==> config.mk <==
export PLATFORM = sky130hd
export DESIGN_NAME = i2s_capture_rpi
export DESIGN_NICKNAME = d
export VERILOG_FILES = /design/src/rtl/i2s_capture_rpi.sv
export SDC_FILE = /design/constraint.sdc
export NUM_CORES = 1
export LEC_CHECK = 0
export ABC_AREA = 1
export ABC_CLOCK_PERIOD_IN_PS = 2850
export CORE_MARGIN = 3
export CORE_UTILIZATION = 45
export CTS_CLUSTER_SIZE = 14
export DETAILED_ROUTE_END_ITERATION = 6
export SLEW_MARGIN = 0
export SYNTH_ARGS = -nofsm -noshare
export SYNTH_HDL_FRONTEND = slang
export SYNTH_SLANG_ARGS = --single-unit
export TNS_END_PERCENT = 5
==> constraint.sdc <==
create_clock -name clk -period 2.85 [get_ports clk]
set_clock_uncertainty 0.15 [all_clocks]
set_input_delay 0.4275 -clock clk [delete_from_list [all_inputs] [get_ports clk]]
set_output_delay 0.4275 -clock clk [all_outputs]
set_load 0.05 [all_outputs]
==> src/rtl/i2s_capture_rpi.sv <==
// I2S stereo capture into a small frame FIFO, drained by a Raspberry Pi over a
// clocked serial read (enable + clock, MSB first, data sampled on rpi_clk rising).
module i2s_capture_rpi #(
  parameter int WORD_W     = 16,
  parameter int FIFO_DEPTH = 4
) (
  input  logic                          clk,
  input  logic                          rst_n,
  input  logic                          i2s_bclk,
  input  logic                          i2s_lrclk,
  input  logic                          i2s_sdin,
  input  logic                          rpi_clk,
  input  logic                          rpi_enable,
  output logic                          rpi_serial,
  output logic                          rpi_interrupt,
  output logic                          overflow,
  output logic [$clog2(FIFO_DEPTH):0]   fifo_level
);

  localparam int FRAME_W = 2 * WORD_W;
  localparam int AW      = $clog2(FIFO_DEPTH);
  localparam int LW      = AW + 1;
  localparam int CW      = $clog2(WORD_W + 1);
  localparam int RCW     = $clog2(FRAME_W + 1);
  localparam logic [WORD_W-1:0] MSB_ONE = {1'b1, {(WORD_W-1){1'b0}}};

  // ---------------------------------------------------------------------------
  // Two-flop synchronizers plus one history flop for the edge-detected inputs.
  // ---------------------------------------------------------------------------
  logic [4:0] async_in;
  logic [4:0] sync1;
  logic [4:0] sync2;
  logic       bclk_d;
  logic       rclk_d;
  logic       en_d;

  assign async_in = {rpi_enable, rpi_clk, i2s_sdin, i2s_lrclk, i2s_bclk};

  always_ff @(posedge clk or negedge rst_n) begin
    if (!rst_n) begin
      sync1  <= '0;
      sync2  <= '0;
      bclk_d <= 1'b0;
      rclk_d <= 1'b0;
      en_d   <= 1'b0;
    end else begin
      sync1  <= async_in;
      sync2  <= sync1;
      bclk_d <= sync2[0];
      rclk_d <= sync2[3];
      en_d   <= sync2[4];
    end
  end

  logic bclk_s;
  logic lr_s;
  logic sdin_s;
  logic rclk_s;
  logic en_s;
  logic bclk_rise;
  logic rclk_fall;
  logic en_rise;
  logic en_fall;

  assign bclk_s    = sync2[0];
  assign lr_s      = sync2[1];
  assign sdin_s    = sync2[2];
  assign rclk_s    = sync2[3];
  assign en_s      = sync2[4];
  assign bclk_rise = bclk_s & ~bclk_d;
  assign rclk_fall = ~rclk_s & rclk_d;
  assign en_rise   = en_s & ~en_d;
  assign en_fall   = ~en_s & en_d;

  // ---------------------------------------------------------------------------
  // Capture FSM. The bclk edge that reveals an lrclk change still carries the
  // LSB of the slot that is ending, so the word is finalised with that bit.
  // ---------------------------------------------------------------------------
  typedef enum logic [1:0] {
    CAP_SYNC  = 2'd0,
    CAP_LEFT  = 2'd1,
    CAP_RIGHT = 2'd2
  } cap_state_t;

  cap_state_t          cap_state;
  logic                lr_prev;
  logic [CW-1:0]       bit_cnt;
  logic [CW-1:0]       bit_cnt_next;
  logic [WORD_W-1:0]   word_sh;
  logic [WORD_W-1:0]   word_next;
  logic [WORD_W-1:0]   left_word;
  logic                push_req;
  logic [FRAME_W-1:0]  push_frame;
  logic                lr_change;

  assign lr_change = lr_s ^ lr_prev;

  // Bits past WORD_W shift the mask out to zero; unfilled LSBs stay cleared.
  always_comb begin
    word_next    = word_sh | (sdin_s ? (MSB_ONE >> bit_cnt) : '0);
    bit_cnt_next = (bit_cnt < CW'(WORD_W)) ? bit_cnt + 1'b1 : bit_cnt;
  end

  always_ff @(posedge clk or negedge rst_n) begin
    if (!rst_n) begin
      cap_state  <= CAP_SYNC;
      lr_prev    <= 1'b0;
      bit_cnt    <= '0;
      word_sh    <= '0;
      left_word  <= '0;
      push_req   <= 1'b0;
      push_frame <= '0;
    end else begin
      push_req <= 1'b0;
      if (bclk_rise) begin
        lr_prev <= lr_s;
        case (cap_state)
          CAP_SYNC: begin
            if (lr_change && !lr_s) begin
              cap_state <= CAP_LEFT;
              bit_cnt   <= '0;
              word_sh   <= '0;
            end
          end
          CAP_LEFT: begin
            if (lr_change) begin
              left_word <= word_next;
              cap_state <= CAP_RIGHT;
              bit_cnt   <= '0;
              word_sh   <= '0;
            end else begin
              word_sh <= word_next;
              bit_cnt <= bit_cnt_next;
            end
          end
          CAP_RIGHT: begin
            if (lr_change) begin
              push_frame <= {left_word, word_next};
              push_req   <= 1'b1;
              cap_state  <= CAP_LEFT;
              bit_cnt    <= '0;
              word_sh    <= '0;
            end else begin
              word_sh <= word_next;
              bit_cnt <= bit_cnt_next;
            end
          end
          default: cap_state <= CAP_SYNC;
        endcase
      end
    end
  end

  // ---------------------------------------------------------------------------
  // Frame FIFO. A push into a full FIFO is still accepted when the head is
  // popped in the same cycle, since the slot it overwrites is being released.
  // ---------------------------------------------------------------------------
  logic [FRAME_W-1:0] mem [FIFO_DEPTH];
  logic [AW-1:0]      wr_ptr;
  logic [AW-1:0]      rd_ptr;
  logic               fifo_full;
  logic               fifo_empty;
  logic               do_push;
  logic               do_pop;
  logic [FRAME_W-1:0] head;

  typedef enum logic [1:0] {
    RD_IDLE  = 2'd0,
    RD_LOAD  = 2'd1,
    RD_SHIFT = 2'd2,
    RD_DONE  = 2'd3
  } rd_state_t;

  rd_state_t          rd_state;
  logic [FRAME_W-1:0] out_sh;
  logic [RCW-1:0]     rd_cnt;
  logic               rd_had_data;

  assign fifo_full  = (fifo_level == LW'(FIFO_DEPTH));
  assign fifo_empty = (fifo_level == '0);
  assign head       = mem[rd_ptr];
  assign do_pop     = (rd_state == RD_DONE) && rd_had_data && !fifo_empty;
  assign do_push    = push_req && (!fifo_full || do_pop);

  always_ff @(posedge clk) begin
    if (do_push) begin
      mem[wr_ptr] <= push_frame;
    end
  end

  always_ff @(posedge clk or negedge rst_n) begin
    if (!rst_n) begin
      wr_ptr     <= '0;
      rd_ptr     <= '0;
      fifo_level <= '0;
      overflow   <= 1'b0;
    end else begin
      if (do_push) begin
        wr_ptr <= wr_ptr + 1'b1;
      end
      if (do_pop) begin
        rd_ptr <= rd_ptr + 1'b1;
      end
      if (do_push && !do_pop) begin
        fifo_level <= fifo_level + 1'b1;
      end else if (do_pop && !do_push) begin
        fifo_level <= fifo_level - 1'b1;
      end
      if (push_req && !do_push) begin
        overflow <= 1'b1;
      end
    end
  end

  // ---------------------------------------------------------------------------
  // Read FSM. The head is only popped after a complete transfer, so an aborted
  // read leaves the frame in place to be re-sent.
  // ---------------------------------------------------------------------------
  always_ff @(posedge clk or negedge rst_n) begin
    if (!rst_n) begin
      rd_state    <= RD_IDLE;
      out_sh      <= '0;
      rd_cnt      <= '0;
      rd_had_data <= 1'b0;
      rpi_serial  <= 1'b0;
    end else begin
      case (rd_state)
        RD_IDLE: begin
          rpi_serial  <= 1'b0;
          rd_had_data <= 1'b0;
          if (en_rise) begin
            rd_state <= RD_LOAD;
          end
        end
        RD_LOAD: begin
          if (en_fall) begin
            rd_state   <= RD_IDLE;
            rpi_serial <= 1'b0;
          end else begin
            out_sh      <= fifo_empty ? '0 : head;
            rpi_serial  <= fifo_empty ? 1'b0 : head[FRAME_W-1];
            rd_had_data <= !fifo_empty;
            rd_cnt      <= '0;
            rd_state    <= RD_SHIFT;
          end
        end
        RD_SHIFT: begin
          if (en_fall) begin
            rd_state    <= RD_IDLE;
            rpi_serial  <= 1'b0;
            rd_had_data <= 1'b0;
          end else if (rclk_fall) begin
            out_sh <= {out_sh[FRAME_W-2:0], 1'b0};
            if (rd_cnt == RCW'(FRAME_W - 1)) begin
              rd_state   <= RD_DONE;
              rpi_serial <= 1'b0;
            end else begin
              rd_cnt     <= rd_cnt + 1'b1;
              rpi_serial <= out_sh[FRAME_W-2];
            end
          end
        end
        RD_DONE: begin
          rpi_serial  <= 1'b0;
          rd_had_data <= 1'b0;
          if (!en_s) begin
            rd_state <= RD_IDLE;
          end
        end
        default: rd_state <= RD_IDLE;
      endcase
    end
  end

  assign rpi_interrupt = !fifo_empty && (rd_state == RD_IDLE);

endmodule

# Yosys cells after proc, flatten, opt, wreduce, memory -nomap -nowiden
# Memories as Yosys holds them, arrays and structs flattened.
# Cells that the tools add are included.
# classes
order_cmp,1
n_eq_ne,20
bitwise,10
addsub,6
shifts,1
mux,45
n_reduce_logical,31
# op_table
operator,count
$mux 31,4
$pmux 31 s2,1
$mux 16,3
$pmux 16 s2,1
$mux 6,4
$ne 2x2->1 const B,10
$mux 2,9
$or 16x16->16,1
$reduce_and 4->1,4
$shr 16x5->16 const A,1
$mux 5,3
$mux 1,12
$pmux 6 s2,1
$pmux 5 s2,1
$reduce_and 3->1,3
$logic_and 1x1->1,8
$pmux 2 s4,1
$add 6x1->6 const B,1
$eq 2x2->1 const B,3
$eq 6x5->1 const B,1
$mux 3,2
$ne 3x3->1 const B,2
$pmux 1 s3,2
$pmux 2 s3,1
other kinds (19),35
# word_totals
register_bits,135
output_inout_bits,6
in_bits,7
mem_bits_rw,128
memories,1
# mem_list
memory,depth,width,rd,rd_ports_with_merged_regs,wr,line_no,source
mem,4,32,1,0,1,158,logic [FRAME_W-1:0] mem [FIFO_DEPTH];

# Logic depth before layout (Yosys ltp)
# logic_depth
depth_word,9
ltp_mapped,11
mapped_depth_nobuf,11

# Worst setup path before layout
# No wires, ideal clock.
# synth_timing
path_type,reg2reg
from,register fifo_level[0]
to,memory mem[0][0] in the netlist's numbering (enable)
n_path_buf,0
path_stages_with_launch,5
arrival_ns,2.418
setup_time_ns,0.421
required_time_ns,2.279
period_less_slack_ns,2.989
slack_ns,-0.139
cell_sequence,dfrtp_1 nor2_1 nand3_1 nand2_1 nor2_1
# synth_via
elab_chain_len,7
# synth_lines
element,line_no,source
"start, declared",17,output logic [$clog2(FIFO_DEPTH):0] fifo_level
"start signal, assigned",205,fifo_level <= fifo_level + 1'b1;
"start signal, assigned",207,fifo_level <= fifo_level - 1'b1;
$logic_not 3->1,180,assign fifo_empty = (fifo_level == '0);
$logic_not 1->1,182,assign do_pop = (rd_state == RD_DONE) && rd_had_data && !fifo_empty;
$logic_and 1x1->1,182,
$logic_or 1x1->1 (*),183,assign do_push = push_req && (!fifo_full || do_pop);
$logic_and 1x1->1 (*),183,
$mux 1 (*),186,if (do_push) begin
$mux 1 (not written as such) (*),187,mem[wr_ptr] <= push_frame;
"end, declared",158,
# Mark *: on every way between the ends. The rest lies on a longest branch, timed or not.

# Worst setup path after layout
# layout_timing
from,register fifo_level[0]
to,output port fifo_level[0]
# No word-level cell between the ends.

==> run summary <==
At the end of routability-driven placement, the weighted congestion stood at 0.8213. The worst-case IR drop observed on VDD is 0.0004940 V. The routed design has 20950 um of wire. The area share of the largest cell type after synthesis is 0.3497. The H-tree level count came out at 1.

The reported max-cap violation count is 0. The share of post-route cells with drive strength above 1 is 0.07270. The post-synthesis sequential element count came out at 263. The number of buffers and inverters on the critical path is 1. The multiplexer fraction of the synthesized cell area is 0.001935.

Clock tree synthesis inserted a total of 28 buffers. After detailed routing, the average wire length per cell comes to approximately 14 um. STA classifies the critical path startpoint as a flip-flop.

The post-layout worst setup margin came out at 479.6 ps. The cell area reported after detailed placement is approximately 0.011 mm^2. The largest individual stage delay along the critical path comes from the cell clkdlybuf4s50_1. The placeable core region came out at between 0.02 and 0.025 mm^2. The average cell area after synthesis came out at 10.08 um^2. The parity-gate share of the synthesized area counting xor and xnor cells is 0.004781. The area fraction in and, or, nand and nor cells after synthesis came out at 0.1885. The total iterations of the first detailed-routing run is 5. The compound-gate portion of the synthesized area is 0.06819. Across all hold checks on the routed design, the worst slack comes to about 170 ps. The number of nets produced by synthesis is 1115. The largest total area in the synthesized netlist belongs to edfxtp_1. The total routing usage reported by global routing is 0.1664. 13 I/O pins were placed. The clock root buffer is clkbuf_16.

The detail route stage leaves a number of antenna-violating nets equal to 0. The number of slew-limit violations in the final report was 0. The clock latency of the later-clocked register in the worst-skew pair came out at 550 ps.

At the worst endpoint, the required time is 2270 ps. In the final design database the tool counted 1131 nets. For this design, the sink count on the clock tree is around 260. Measured along the y axis, the die boundary spans 162.3 um. Setup repair after global routing left no endpoint under its margin. The floorplan step set the die width to about 160 um.

For this design the static power due to leakage is approximately 5.4 nW. STA classifies the critical path endpoint as a primary output. The critical path goes through clkdlybuf4s50_1. Detailed placement ended at an HPWL of ~13000 um. The delay of the slowest cell on the worst path is 840 ps. TritonCTS built the clock tree. For this configuration, the core starts out at a cell density of 0.4627. The slew of the pin with the lowest slew margin is 755.7 ps. The final hold violation count came out at 0.

The via count of the first global-routing pass is a little under 7000. Counting flops with a built-in enable in the synthesized netlist gives approximately 130. The number of setup buffers added after CTS is 0. The cell family with the largest share of critical-path delay is buffers and inverters. The first global-routing pass estimated 35980 um of wire.

The minimum period implied by the final worst setup slack came out at 2370 ps. Setup slack on the worst reg-to-reg path comes out at around 600 ps. The DRC violation total after the first TritonRoute iteration is 581. At the worst endpoint, the arrival time is 1790 ps.

Setup violations remaining at the end of the flow were counted as 0. The total power density per cell area came out at 833.7 mW/mm^2. The flow ran to the end, and the final reports show no timing, DRC or antenna violations.

The post-synthesis cell count is 1090. The area added between synthesis and finish is 12.45%. The clock passes through at most 3 buffers.

The maximum achievable frequency is 421.9 MHz. The count of unique library cells instantiated by Yosys came out at 35. For this run, design rule violations remaining after detail routing come to 0. For this block, the via count after detailed routing is between 7000 and 8000. The per-cell via count in the routed design is 4.861. After synthesis, the largest family of logic cells by area is simple AND/OR/NAND/NOR gates.

The share of flip-flops with an asynchronous set or reset is 0.5133. The die covers 0.02633 mm^2. The ratio of final minimum period to clock period is 0.8317.

The path class of the tightest hold or removal check is in -> reg. The count of buffers added on input and output ports is 12. The initial antenna violation count is 0. The number of warning messages in the yosys log is 0.

The relative slew slack came out at 0.4955. The final-layout fill cell count is 2138. The placement-stage worst setup slack is roughly 600 ps. The final non-filler cell area came out at 0.01236 mm^2. Summed over all layers, the global routing overflow is 0. The number of antenna diodes in the final layout is 0.

The clock edge transition at the registers on the reported setup and hold paths came out at 60 ps. The post-synthesis cell area came out at about 0.011 mm^2. The maximum number of pins on one net before global-route repair is 76. The register area share after synthesis is 0.6571. Along the worst path, the maximum fanout reaches 4. The post-synthesis adder-cell area fraction came out at 0.02117. The floorplan row count came out at 56. The critical path in this run is classified as reg -> out. The leading register cell type out of synthesis is dfrtp_1. Ranked by total cell area, the synthesized netlist is headed by edfxtp_1, dfrtp_1, nand2_1.
-- synth_stat cells, types with 7 or more instances --
cell type	count
nand2_1	313
dfrtp_1	135
edfxtp_1	128
nor2_1	114
o21ai_0	111
inv_1	105
nand3_1	57
a21oi_1	22
clkbuf_1	19
ha_1	17
buf_2	14
buf_6	7
-- per-stage QoR --
step	util	power, mW	cells	setup TNS (ps)
CTS	0.5202	10.43	1447	0
finish	0.5203	10.30	1447	0
global route	0.5203	10.96	1447	0
global placement	0.4829	6.952	1394	0
floorplan	-	6.370	1090	-17780
detailed placement	0.4829	6.996	1394	0
-- layout make-up --
type	instances	area [um^2]	area share
Sequential cell	263	7223	0.5844
Multi-Input combinational cell	675	3158	0.2555
Clock buffer	41	779.5	0.06307
Inverter	112	420.4	0.03401
Tap cell	319	399.1	0.03229
Timing Repair Buffer	26	281.5	0.02278
Clock inverter	11	97.59	0.007896
-- state kept, by name (all words and copies together) (netlist names), 2 cells and up --
| register | cells |
|---|---|
| fifo_level | 3 |
| cap_state | 2 |
| rd_cnt | 6 |
| sync1 | 5 |
| wr_ptr | 2 |
| sync2 | 5 |
| rd_ptr | 2 |
| left_word | 16 |
| word_sh | 16 |
| mem | 128 |
| push_frame | 32 |
| bit_cnt | 5 |
| rd_state | 2 |
| out_sh | 31 |
-- cells in the final DEF, fill, tap and decap left out, types with 2 or more instances in the layout --
cell / n
nand2_1: 313
dfrtp_1: 134
edfxtp_1: 128
o21ai_0: 111
nor2_1: 110
inv_1: 105
nand3_1: 57
clkbuf_16: 28
a21oi_1: 22
ha_1: 17
clkbuf_1: 10
clkdlybuf4s50_1: 10
buf_4: 9
nor2_4: 7
clkinv_1: 7
inv_2: 6
xor2_1: 5
o21ai_2: 4
buf_12: 4
nand2_2: 3
or2_2: 3
o21ai_1: 3
clkbuf_8: 3
clkinv_2: 3
nor3_4: 2
nand4_1: 2
nand2_4: 2
o21bai_1: 2
o22ai_1: 2
-- cell families after synthesis --
| family | Yosys count |
|---|---|
| XOR/XNOR | 6 |
| flip-flops | 263 |
| buffers and inverters | 152 |
| AND/OR/NAND/NOR | 504 |
| adder cells (fa/ha/maj) | 18 |
| multiplexers | 2 |
| AO/OA/AOI/OAI | 145 |
-- path summary, 6_finish.rpt --
check	startpoint	endpoint	depth (start not counted)
max	fifo_level[0]	fifo_level[0]	1
min	i2s_sdin	sync1[2]	1
max reg2reg	fifo_level[0]	fifo_level[2]	11
min reg2reg	sync1[0]	sync2[0]	0
max in group asynchronous	rst_n	out_sh[25]	3
min in group asynchronous	rst_n	fifo_level[1]	2
-- repair_timing --
| action | in CTS | in global routing |
|---|---|---|
| hold endpoints to repair | 40 | 0 |
| resized for setup | 0 | 1 |
| hold buffers | 1 | 0 |
| setup endpoints to repair | 0 | 1 |
-- layer usage --
metal / share of wire / vias to the layer above / track usage
met3: 0.033 / 36 / 0.02652
met4: 0.025 / 0 / 0.04459
met2: 0.46 / 84 / 0.2686
met5: 0 / - / 0
li1: - / 3559 / -
met1: 0.49 / 3355 / 0.2365
-- report_power, final --
part	switching [mW]	leakage (nW)	total, mW	internal [mW]
clock network	1.42	0.425	3.41	1.99
logic	1.58	2.05	2.28	0.696
registers	0.254	2.89	4.62	4.36
total	3.26	5.37	10.3	7.05
Note: power is estimated with default switching activity, not from simulation.
